==> config.mk <==
export PLATFORM = sky130hd
export DESIGN_NAME = switch_toggle_ctrl_flat
export DESIGN_NICKNAME = d
export VERILOG_FILES = /design/src/rtl/switch_toggle_ctrl_if.sv /design/src/rtl/switch_toggle_ctrl.sv /design/src/flat_wrapper.sv
export SDC_FILE = /design/constraint.sdc
export NUM_CORES = 1
export LEC_CHECK = 0
export ABC_AREA = 1
export BUFFER_PORTS_ARGS = -buffer_cell sky130_fd_sc_hd__buf_2
export CORE_UTILIZATION = 50
export DETAILED_ROUTE_END_ITERATION = 10
export PLACE_DENSITY = 0.78
export SETUP_SLACK_MARGIN = 0.3
export SLEW_MARGIN = 10
export SYNTH_ARGS = -nofsm -noshare
export SYNTH_HDL_FRONTEND = slang
export SYNTH_SLANG_ARGS = --single-unit
==> constraint.sdc <==
create_clock -name i_Clk -period 1.7 [get_ports i_Clk]
set_input_delay 0.51 -clock i_Clk [delete_from_list [all_inputs] [get_ports i_Clk]]
set_output_delay 0.51 -clock i_Clk [all_outputs]
set_load 0.02 [all_outputs]
==> src/rtl/switch_toggle_ctrl_if.sv <==
// Switch/LED bundle between the board pins and the toggle controller.
interface switch_toggle_ctrl_if #(
  parameter int unsigned NUM_SW = 4
);
  logic [NUM_SW-1:0] i_Switch;
  logic              i_LED_Clear;
  logic [NUM_SW-1:0] o_LED;
  logic [NUM_SW-1:0] o_Switch_Stable;
  logic [NUM_SW-1:0] o_Release_Pulse;

  modport master (
    output i_Switch, i_LED_Clear,
    input  o_LED, o_Switch_Stable, o_Release_Pulse
  );

  modport slave (
    input  i_Switch, i_LED_Clear,
    output o_LED, o_Switch_Stable, o_Release_Pulse
  );
endinterface

==> src/rtl/switch_toggle_ctrl.sv <==
// Debounced, clearable switch-to-LED toggle controller; one independent
// synchroniser + debounce FSM + LED toggle register per channel.
module switch_toggle_ctrl #(
  parameter int unsigned NUM_SW         = 4,
  parameter int unsigned DEBOUNCE_LIMIT = 250000
) (
  input  logic                 i_Clk,
  input  logic                 i_Rst,
  switch_toggle_ctrl_if.slave  bus
);

  localparam int unsigned       CNT_W    = $clog2(DEBOUNCE_LIMIT);
  localparam logic [CNT_W-1:0]  CNT_LAST = CNT_W'(DEBOUNCE_LIMIT - 1);
  localparam logic [CNT_W-1:0]  CNT_ONE  = CNT_W'(1);

  typedef enum logic [1:0] {
    S_LOW,
    S_WAIT_HIGH,
    S_HIGH,
    S_WAIT_LOW
  } state_t;

  logic [NUM_SW-1:0] sync1;
  logic [NUM_SW-1:0] sync2;

  state_t            state   [NUM_SW];
  state_t            state_d [NUM_SW];
  logic [CNT_W-1:0]  cnt     [NUM_SW];
  logic [CNT_W-1:0]  cnt_d   [NUM_SW];

  logic [NUM_SW-1:0] stable, stable_d;
  logic [NUM_SW-1:0] led, led_d;
  logic [NUM_SW-1:0] pulse, pulse_d;
  logic [NUM_SW-1:0] rel;

  // Two-flop synchroniser for the asynchronous switch pins.
  always_ff @(posedge i_Clk) begin
    if (i_Rst) begin
      sync1 <= '0;
      sync2 <= '0;
    end else begin
      sync1 <= bus.i_Switch;
      sync2 <= sync1;
    end
  end

  // Per-channel debounce next-state, counter and release/toggle decode.
  always_comb begin
    stable_d = stable;
    rel      = '0;
    for (int unsigned n = 0; n < NUM_SW; n++) begin
      state_d[n] = state[n];
      cnt_d[n]   = cnt[n];
      case (state[n])
        S_LOW: begin
          if (sync2[n]) begin
            state_d[n] = S_WAIT_HIGH;
            cnt_d[n]   = CNT_ONE;
          end
        end
        S_WAIT_HIGH: begin
          if (!sync2[n]) begin
            state_d[n] = S_LOW;
            cnt_d[n]   = '0;
          end else if (cnt[n] == CNT_LAST) begin
            state_d[n]  = S_HIGH;
            stable_d[n] = 1'b1;
            cnt_d[n]    = '0;
          end else if (cnt[n] != '1) begin
            cnt_d[n] = cnt[n] + CNT_ONE;
          end
        end
        S_HIGH: begin
          if (!sync2[n]) begin
            state_d[n] = S_WAIT_LOW;
            cnt_d[n]   = CNT_ONE;
          end
        end
        S_WAIT_LOW: begin
          if (sync2[n]) begin
            state_d[n] = S_HIGH;
            cnt_d[n]   = '0;
          end else if (cnt[n] == CNT_LAST) begin
            state_d[n]  = S_LOW;
            stable_d[n] = 1'b0;
            cnt_d[n]    = '0;
            rel[n]      = 1'b1;
          end else if (cnt[n] != '1) begin
            cnt_d[n] = cnt[n] + CNT_ONE;
          end
        end
        default: begin
          state_d[n] = S_LOW;
          cnt_d[n]   = '0;
        end
      endcase
    end
    // Clear overrides a same-edge toggle; the release pulse is still issued.
    pulse_d = rel;
    led_d   = bus.i_LED_Clear ? '0 : (led ^ rel);
  end

  // State, counter and registered output update.
  always_ff @(posedge i_Clk) begin
    if (i_Rst) begin
      for (int unsigned n = 0; n < NUM_SW; n++) begin
        state[n] <= S_LOW;
        cnt[n]   <= '0;
      end
      stable <= '0;
      led    <= '0;
      pulse  <= '0;
    end else begin
      for (int unsigned n = 0; n < NUM_SW; n++) begin
        state[n] <= state_d[n];
        cnt[n]   <= cnt_d[n];
      end
      stable <= stable_d;
      led    <= led_d;
      pulse  <= pulse_d;
    end
  end

  assign bus.o_LED           = led;
  assign bus.o_Switch_Stable = stable;
  assign bus.o_Release_Pulse = pulse;

endmodule

==> src/flat_wrapper.sv <==
// flat-port wrapper written by rule: the top's interface ports become plain ports
module switch_toggle_ctrl_flat 
#(
  parameter int unsigned NUM_SW         = 4,
  parameter int unsigned DEBOUNCE_LIMIT = 250000
)
  (i_Clk, i_Rst, bus_i_Switch, bus_i_LED_Clear, bus_o_LED, bus_o_Switch_Stable, bus_o_Release_Pulse);
  switch_toggle_ctrl_if #(.NUM_SW(NUM_SW)) bus_i ();
  input  logic i_Clk;
  input  logic i_Rst;
  input wire logic [$bits(bus_i.i_Switch)-1:0] bus_i_Switch;
  input wire logic [$bits(bus_i.i_LED_Clear)-1:0] bus_i_LED_Clear;
  output wire logic [$bits(bus_i.o_LED)-1:0] bus_o_LED;
  output wire logic [$bits(bus_i.o_Switch_Stable)-1:0] bus_o_Switch_Stable;
  output wire logic [$bits(bus_i.o_Release_Pulse)-1:0] bus_o_Release_Pulse;
  assign bus_i.i_Switch = bus_i_Switch;
  assign bus_i.i_LED_Clear = bus_i_LED_Clear;
  assign bus_o_LED = bus_i.o_LED;
  assign bus_o_Switch_Stable = bus_i.o_Switch_Stable;
  assign bus_o_Release_Pulse = bus_i.o_Release_Pulse;
  switch_toggle_ctrl #(.NUM_SW(NUM_SW), .DEBOUNCE_LIMIT(DEBOUNCE_LIMIT)) u_core (.i_Clk(i_Clk), .i_Rst(i_Rst), .bus(bus_i));
endmodule
==> Word level (Yosys, flattened, before mapping) <==
Memory sizes are Yosys's and may differ from the RTL's.
Cells that the tools add are included.
{ "word_totals": {"mem_count": 2, "mem_bits_rw": 80, "wordCells": 171, "ff_bits": 20, "inputBits": 7, "out_inout_bits": 12} }
{ "classes": {"n_eq_ne": 36, "n_reduce_logical": 13, "n_bitwise": 9, "muxes": 99, "add_sub_neg": 4} }
{ "memory_table": {"columns": ["memory", "words", "width", "rd", "rd_clocked_by_memory_dff", "wr", "line", "source"], "rows": [
  ["u_core.cnt", 4, 18, 4, 0, 4, "switch_toggle_ctrl.sv:28", "logic [CNT_W-1:0] cnt [NUM_SW];"],
  ["u_core.state", 4, 2, 4, 0, 4, "switch_toggle_ctrl.sv:26", "state_t state [NUM_SW];"]
]} }
{ "op_table": {"columns": ["operator", "n"], "rows": [
  ["$mux 18", 28],
  ["$pmux 18 s4", 4],
  ["$add 18x1->18 const B", 4],
  ["$eq 18x18->1 const B", 4],
  ["$ne 18x18->1 const B", 4],
  ["$mux 2", 28],
  ["$pmux 2 s4", 4],
  ["$mux 1", 31],
  ["$ne 2x1->1 const B", 12],
  ["$reduce_and 5->1", 4],
  ["$eq 2x2->1 const B", 8],
  ["$eq 2x1->1 const B", 4],
  ["$logic_not 2->1", 4],
  ["$ne 2x2->1 const B", 4],
  ["$or 1x1->1", 8],
  ["$pmux 1 s2", 4],
  ["$reduce_bool 2->1", 4],
  ["$xor 4x4->4", 1],
  ["$reduce_or 2->1", 1]
]} }

==> Logic depth before layout (Yosys ltp) <==
Gate-level depths: netlist of the first run.
{ "logic_depth": {"ltp_word": 6, "mapped_depth": 12, "ltp_nobuf": 12} }

==> Worst setup path after synthesis of the first run <==
OpenSTA, ideal clock, no wires.
{ "synth_path": {"path_type": "flip-flop to flip-flop", "from": "memory u_core.cnt[2][0] (netlist name)", "to": "memory u_core.cnt[2][10] (netlist name)", "slack_ns": 0.106, "t_arrival_ns": 1.480, "stages_incl_launch_ff": 10, "setup_time_ns": 0.114, "n_path_buf": 1, "synth_period_minus_slack_ns": 1.594, "t_required_ns": 1.586, "path_cell_list": "dfxtp_1 > ha_1 > inv_1 > nor2_4 > nand3_2 > nand2_4 > inv_4 > buf_6 > a21oi_1 > nor2_1"} }
{ "synth_rtl": {"columns": ["element", "line"], "rows": [
  ["from (decl)", "switch_toggle_ctrl.sv:28"]
]} }

==> flow_summary.ini, run 1 <==
[drt]
drt_wl_total_mm = 21.1
postRouteAntennaNets = 0
drc_errors = 0
first_pass_iters = 7
wl_per_cell_um = 16.7
drt_iter0_markers = 688
viasPerCell = 5.81
num_vias = 7343

[synthesis]
synth-async-reset-ratio_pct = 0
syn_area_sq_um = 6090
seq_area_frac_synth_pct = 32.9
synth-seq-cells = 100
synth_ff_type = dfxtp_1
synth_area_per_cell_sq_um = 6.17
syn-num-nets = 1001
synth_warnings = 0
synth_edf_count = 0
synth_cell_type_count = 37
synth_cells = 987

[cts]
cts.sinks = 100
max-clock-path-buffers = 2
clkTransAtPathRegs_ps = 70
cts_tree = done
cts_made_buffers = 9
clk-insertion-delay-late_ps = 370
cts_max_level = 3
postCtsHoldBufs = 0
cts_root_buffer = clkbuf_16

[finish]
area_delta_synth_final_pct = 46.2
stdcell_count = 1263
nFillCells = 722
design_area_sq_um = 8900
multi_input_area_sq_um = 4490
drive_gt1_share_pct = 43.6
nets = 1129
area.sequential_sq_um = 2170
n_antenna_cell = 0

[worst_setup_path]
cp_max_fo = 6
critPathBufInv = 1
path_delay_family = simple AND/OR/NAND/NOR gates
ff2ff_path_depth = 9
path_class = flop to flop
cp.arrival_ps = 1970
start_kind = flop
required_ps = 1940
crit_chain = nor2_1 -> nand3_1 -> nor2_4 -> nand3_4 -> nand2_8 -> buf_6 -> nor2_1 -> nor2_1 -> a21oi_1
rrSetupSlack_ps = -30
cp_slowest_stage_delay_ps = 370
endpoint_kind = flop
crit_path_top_delay_cell = dfxtp_4
path_depth = 9
crit_top_cell = nor2_1

[flow_run]
cap_violations = 0

[outcome]
violations = setup timing
status = finished with violations

[die]
pin_count = 19
start_util_pct = 52.2
rows = 39
core_sq_um = 11700
chipWidth_um = 112
design.die.area_sq_um = 12600
die_h_um = 112

[timing]
fin_crit_ps = 1730
drv_slew = 0
tightest_slew_ps = 381
clock_skew_ps = 11.7
hold_slack_ps = 346
relSlewSlack_pct = 74.3
rsz0062_at_grt = true
fmax_mhz = 578
timing.final.ws_setup_ps = -29.3
setup_viol = 1
period_share_pct = 102
hold_violations = 0

[global_routing]
grt_pass1_wl_mm = 26.8
grt_max_degree = 37
first_global_vias = 6056
grt_overflow = 0
grt_usage_pct = 26.0
antenna_found_initial = 0

[min_path]
hold_path_class = input pin to flop
hold_depth = 3

[place]
dp_slack_ps = 24.6
placed_area_sq_um = 6760
place.detailed.hpwl_mm = 10.2
dp.cells = 1173
gp_congestion = 0.911
io_buffers = 18

[pwr]
leakagePower_nw = 3.57
peakVddDrop_mv = 0.645
power.density_nw_per_um2 = 616
==> power by group <==
group / switching (mW) / internal, mW
Combinational: 0.654 / 0.400
Sequential: 0.0845 / 2.38
Clock: 0.966 / 1.00
Total: 1.70 / 3.78
==> kinds of logic after synthesis <==
| family | Yosys count | synth area share [%] |
|---|---|---|
| AOI/OAI and AO/OA | 124 | 10.8 |
| and+or+nand+nor | 581 | 43.1 |
| DFF | 100 | 32.9 |
| xor gates and xnor gates | 1 | 0.144 |
| buffers and inverters | 174 | 11.6 |
| adders and majority gates | 7 | 1.44 |
==> path summary, 6_finish.rpt <==
path                                 start                            end
min                        bus_i_Switch[2]     u_core.sync1[2]$_SDFF_PP0_
max reg2reg  u_core.cnt[0][8]$_SDFFE_PP0P_  u_core.cnt[0][4]$_SDFFE_PP0P_
max          u_core.cnt[0][8]$_SDFFE_PP0P_  u_core.cnt[0][4]$_SDFFE_PP0P_
min reg2reg     u_core.sync1[1]$_SDFF_PP0_     u_core.sync2[1]$_SDFF_PP0_
==> routing by layer <==
layer / global-route usage [%] / routed length (um)
met3: 6.05 / 1570
met4: 7.73 / 940
met1: 32.7 / 8180
met5: 0 / 0
met2: 44.3 / 10500
==> timing repair <==
action / CTS / global route
buffers inserted: 27 / 42
pin swaps: 39 / 110
gates cloned: 4 / 1
resized for setup: 138 / 300
endpoints found under the setup margin: 89 / 95
==> metrics by stage <==
step	power, mW	util (%)	TNS [ps]
2_1_floorplan	3.06	-	0
3_3_place_gp	3.25	58.0	0
3_5_place_dp	3.26	58.0	0
4_1_cts	5.31	65.5	0
5_1_grt	5.69	76.3	-55.9
6_report	5.49	76.3	-29.3
==> synthesized netlist by cell type, types with 2 or more instances <==
library cell	n	area share, %
a21oi_1	59	4.8
nor2_1	124	7.6
inv_2	7	0.43
nand4_2	5	1.0
nand2_2	9	0.92
a21oi_2	4	0.58
nand3_2	6	0.99
dfxtp_1	100	33
o21bai_1	3	0.37
inv_1	145	8.9
nor2_4	7	1.3
o21ai_0	45	3.7
nand3b_1	8	0.99
nor2_2	6	0.62
nor3_2	4	0.66
nor3_1	12	0.99
buf_2	6	0.49
o21ai_1	6	0.49
buf_1	2	0.12
o2111ai_1	2	0.29
clkbuf_1	7	0.43
nand4_1	24	2.5
nand3_1	67	5.5
buf_6	5	0.92
nand2_4	2	0.37
a31oi_1	3	0.31
nand2_1	303	19
ha_1	7	1.4
==> worst register-to-register path, cell delays in order, from the launching register on <==
cell     delay (ps)
dfxtp_4         370
nor2_1          130
nand3_1         170
nor2_4          220
nand3_4         140
nand2_8         150
buf_6           130
nor2_1           40
nor2_1          160
a21oi_1          90
==> flip-flops by register name (all words and copies together), names as in the netlist, named ones only <==
name and count:
u_core.bus.o_Release_Pulse 4, u_core.cnt 72, u_core.bus.o_Switch_Stable 4, u_core.sync2 4
u_core.sync1 4, u_core.state 4, u_core.bus.o_LED 4
==> layout make-up <==
cell class	instances	share of cell area (%)
clock buffer	11	2.61
clock inverter	5	0.422
inverter	153	7.17
multi-input combinational	716	50.5
sequential	100	24.4
tap	143	2.01
timing repair buffer	134	12.8
timing repair inverter	1	0.126
==> cells in the final DEF (no fill, tap or decap), types with 3 or more instances in the layout <==
cell / synthesis / layout
nand2_1: 303 / 246
nor3_2: 4 / 5
clkbuf_16: 0 / 9
nor3_1: 12 / 5
nand2_2: 9 / 46
a21oi_2: 4 / 17
inv_4: 1 / 10
nand3_1: 67 / 38
nand3_2: 6 / 28
nand4_4: 1 / 5
inv_6: 0 / 4
dfxtp_1: 100 / 29
buf_6: 5 / 30
o21ai_0: 45 / 12
nor3_4: 1 / 7
buf_2: 6 / 10
clkinvlp_4: 0 / 3
dfxtp_4: 0 / 32
o21ai_2: 0 / 14
nand3b_1: 8 / 8
buf_4: 1 / 90
nand4_1: 24 / 24
nand3_4: 1 / 10
nor2_1: 124 / 80
o21ai_1: 6 / 24
nor2_2: 6 / 27
dfxtp_2: 0 / 39
a21oi_1: 59 / 45
inv_2: 7 / 26
inv_1: 145 / 111
nor2_4: 7 / 30
nand2_8: 0 / 3
ha_4: 0 / 6
nand2_4: 2 / 19
buf_12: 0 / 3
(Power assumes the default switching activity.)
==> inputs of run 2 (changes only) <==
Settings changed: RECOVER_POWER set to 100, SETUP_SLACK_MARGIN 0.3 to 0.5.
==> run 2 against run 1 <==
  * The run now ends clean
  * Hold slack better by 9.7 ps
  * Wire length is 1.6% higher
  * Utilization grew 2.1 points
  * Clock-buffer cell count is 1 lower
  * Worst setup slack improved by 31 ps
  * Final cell count grew 1.3%
  * Sequential cell count is the same
  * Non-clock buffer count rose by 13
  * Clock skew is 2.8 ps lower
  * First-iteration DRC count increased by 2.5%
  * Critical path depth shrank 1
  * Maximum frequency up 1.9%
  * Largest power group unchanged
==> flow_summary.ini, run 2 (same netlist as run 1, synthesis figures left out) <==
[cts]
cts.sinks = 100
cts_max_level = 3
cts_root_buffer = clkbuf_16
max-clock-path-buffers = 2
postCtsHoldBufs = 0
cts_made_buffers = 9
clk-insertion-delay-late_ps = 360
cts_tree = done
clkTransAtPathRegs_ps = 70

[place]
gp_congestion = 0.884
io_buffers = 18
place.detailed.hpwl_mm = 10.4

[drt]
m1WireLength_mm = 8.23
route.met3.wl_mm = 1.53
top_layer = met4
drc_errors = 0
wl_per_cell_um = 16.8
postRouteAntennaNets = 0
first_pass_iters = 8
drt_wl_total_mm = 21.5
route.met2.wl_mm = 10.6
viasPerCell = 5.80
drt_iter0_markers = 705
num_vias = 7423

[die]
die_h_um = 112
rows = 39
design.die.area_sq_um = 12600
pin_count = 19
core_sq_um = 11700
start_util_pct = 52.2
chipWidth_um = 112

[pwr]
power.density_nw_per_um2 = 645
peakVddDrop_mv = 0.948
power_mw = 5.90
leakagePower_nw = 3.65

[timing]
clock_skew_ps = 8.96
period_share_pct = 99.9
fin_crit_ps = 1700
hold_violations = 0
drv_slew = 0
fmax_mhz = 589
setup_viol = 0
relSlewSlack_pct = 67.2
rsz0062_at_grt = true
tightest_slew_ps = 492
hold_slack_ps = 355

[worst_setup_path]
crit_path_top_delay_cell = dfxtp_1
start_kind = flop
cp_slowest_stage_delay_ps = 410
crit_top_cell = nor2_1
path_class = flop to flop
crit_chain = nand2_2 -> nor2_4 -> nand2_4 -> a31oi_2 -> nand2_1 -> nor2_1 -> nor2_1 -> nor2_1
endpoint_kind = flop
cp_max_fo = 4
cp.arrival_ps = 1990
required_ps = 1990

[min_path]
hold_path_class = input pin to flop

[global_routing]
antenna_found_initial = 0
grt_pass1_wl_mm = 28.7
grt_max_degree = 28
grt_overflow = 0
first_global_vias = 6374
grt_usage_pct = 28.0

[finish]
layout_common_cells = 243 x nand2_1, 115 x inv_1, 89 x buf_4
largest_register_ffs = 72
regMostFlops = u_core.cnt
multi_input_area_sq_um = 4560
area_delta_synth_final_pct = 50.2
area.sequential_sq_um = 2120
final_common_cell = nand2_1
drive_gt1_share_pct = 44.8
nFillCells = 715
nets = 1145
n_antenna_cell = 0

[flow_run]
cap_violations = 0

[outcome]
status = completed
## run 2: changes by cell type in the layout (fill, tap and decap cells not counted), moves of 8 or more
cell	before	now
buf_6	30	46
dfxtp_4	32	15
dfxtp_1	29	37
dfxtp_2	39	48
a21oi_1	45	30
a21oi_2	17	31
## run 2: through the flow
step	TNS (ps)	utilization, %	cell area [sq um]	setup slack [ps]	cells
floorplan	0	-	6510	224	987
global placement	0	59.7	6970	63.6	1172
detailed placement	0	59.7	6970	21.6	1172
CTS	0	71.6	8350	190	1242
global route	-67.6	78.4	9140	-41.7	1279
finish	0	78.4	9140	2.16	1279
## run 2: report_power, final
part	switching (mW)	leakage, nW	total (mW)	internal (mW)
clock	0.984	0.151	2.22	1.24
sequential	0.0790	0.844	2.48	2.40
combinational	0.698	2.65	1.20	0.499
## run 2: layout make-up
type                       instances  share of cell area (%)
timing repair inverter             3                   0.369
tap                              143                    1.96
multi-input combinational        717                    49.9
inverter                         153                    6.92
clock buffer                      10                    2.74
sequential                       100                    23.2
timing repair buffer             147                    14.2
clock inverter                     6                   0.739
## run 2: path summary, 6_finish.rpt
kind                                      start                             end  slack, ps  depth (start not counted)
setup / recovery  u_core.cnt[0][3]$_SDFFE_PP0P_  u_core.cnt[0][12]$_SDFFE_PP0P_          2                          8
setup reg to reg  u_core.cnt[0][3]$_SDFFE_PP0P_  u_core.cnt[0][12]$_SDFFE_PP0P_          2                          8
hold reg to reg      u_core.sync1[2]$_SDFF_PP0_      u_core.sync2[2]$_SDFF_PP0_        410                          2
hold / removal                  bus_i_Switch[2]      u_core.sync1[2]$_SDFF_PP0_        360                          3
## run 2: repair_timing
item,CTS,global route
endpoints found under the setup margin,103,104
resized for setup,220,182
setup buffers,48,36
pin swaps,59,109
cloned,6,1
## run 2: metal layers
metal,vias up,GRT usage [%]
li1,3442,-
met1,3452,32.2
met2,405,50.6
met3,124,5.89
met4,0,11.3
met5,-,0
## run 2: critical path: cells and delay by family, from the launching register on
family	cells	cell delay, ps
compound gates	1	310
flops	1	410
simple gates	7	910
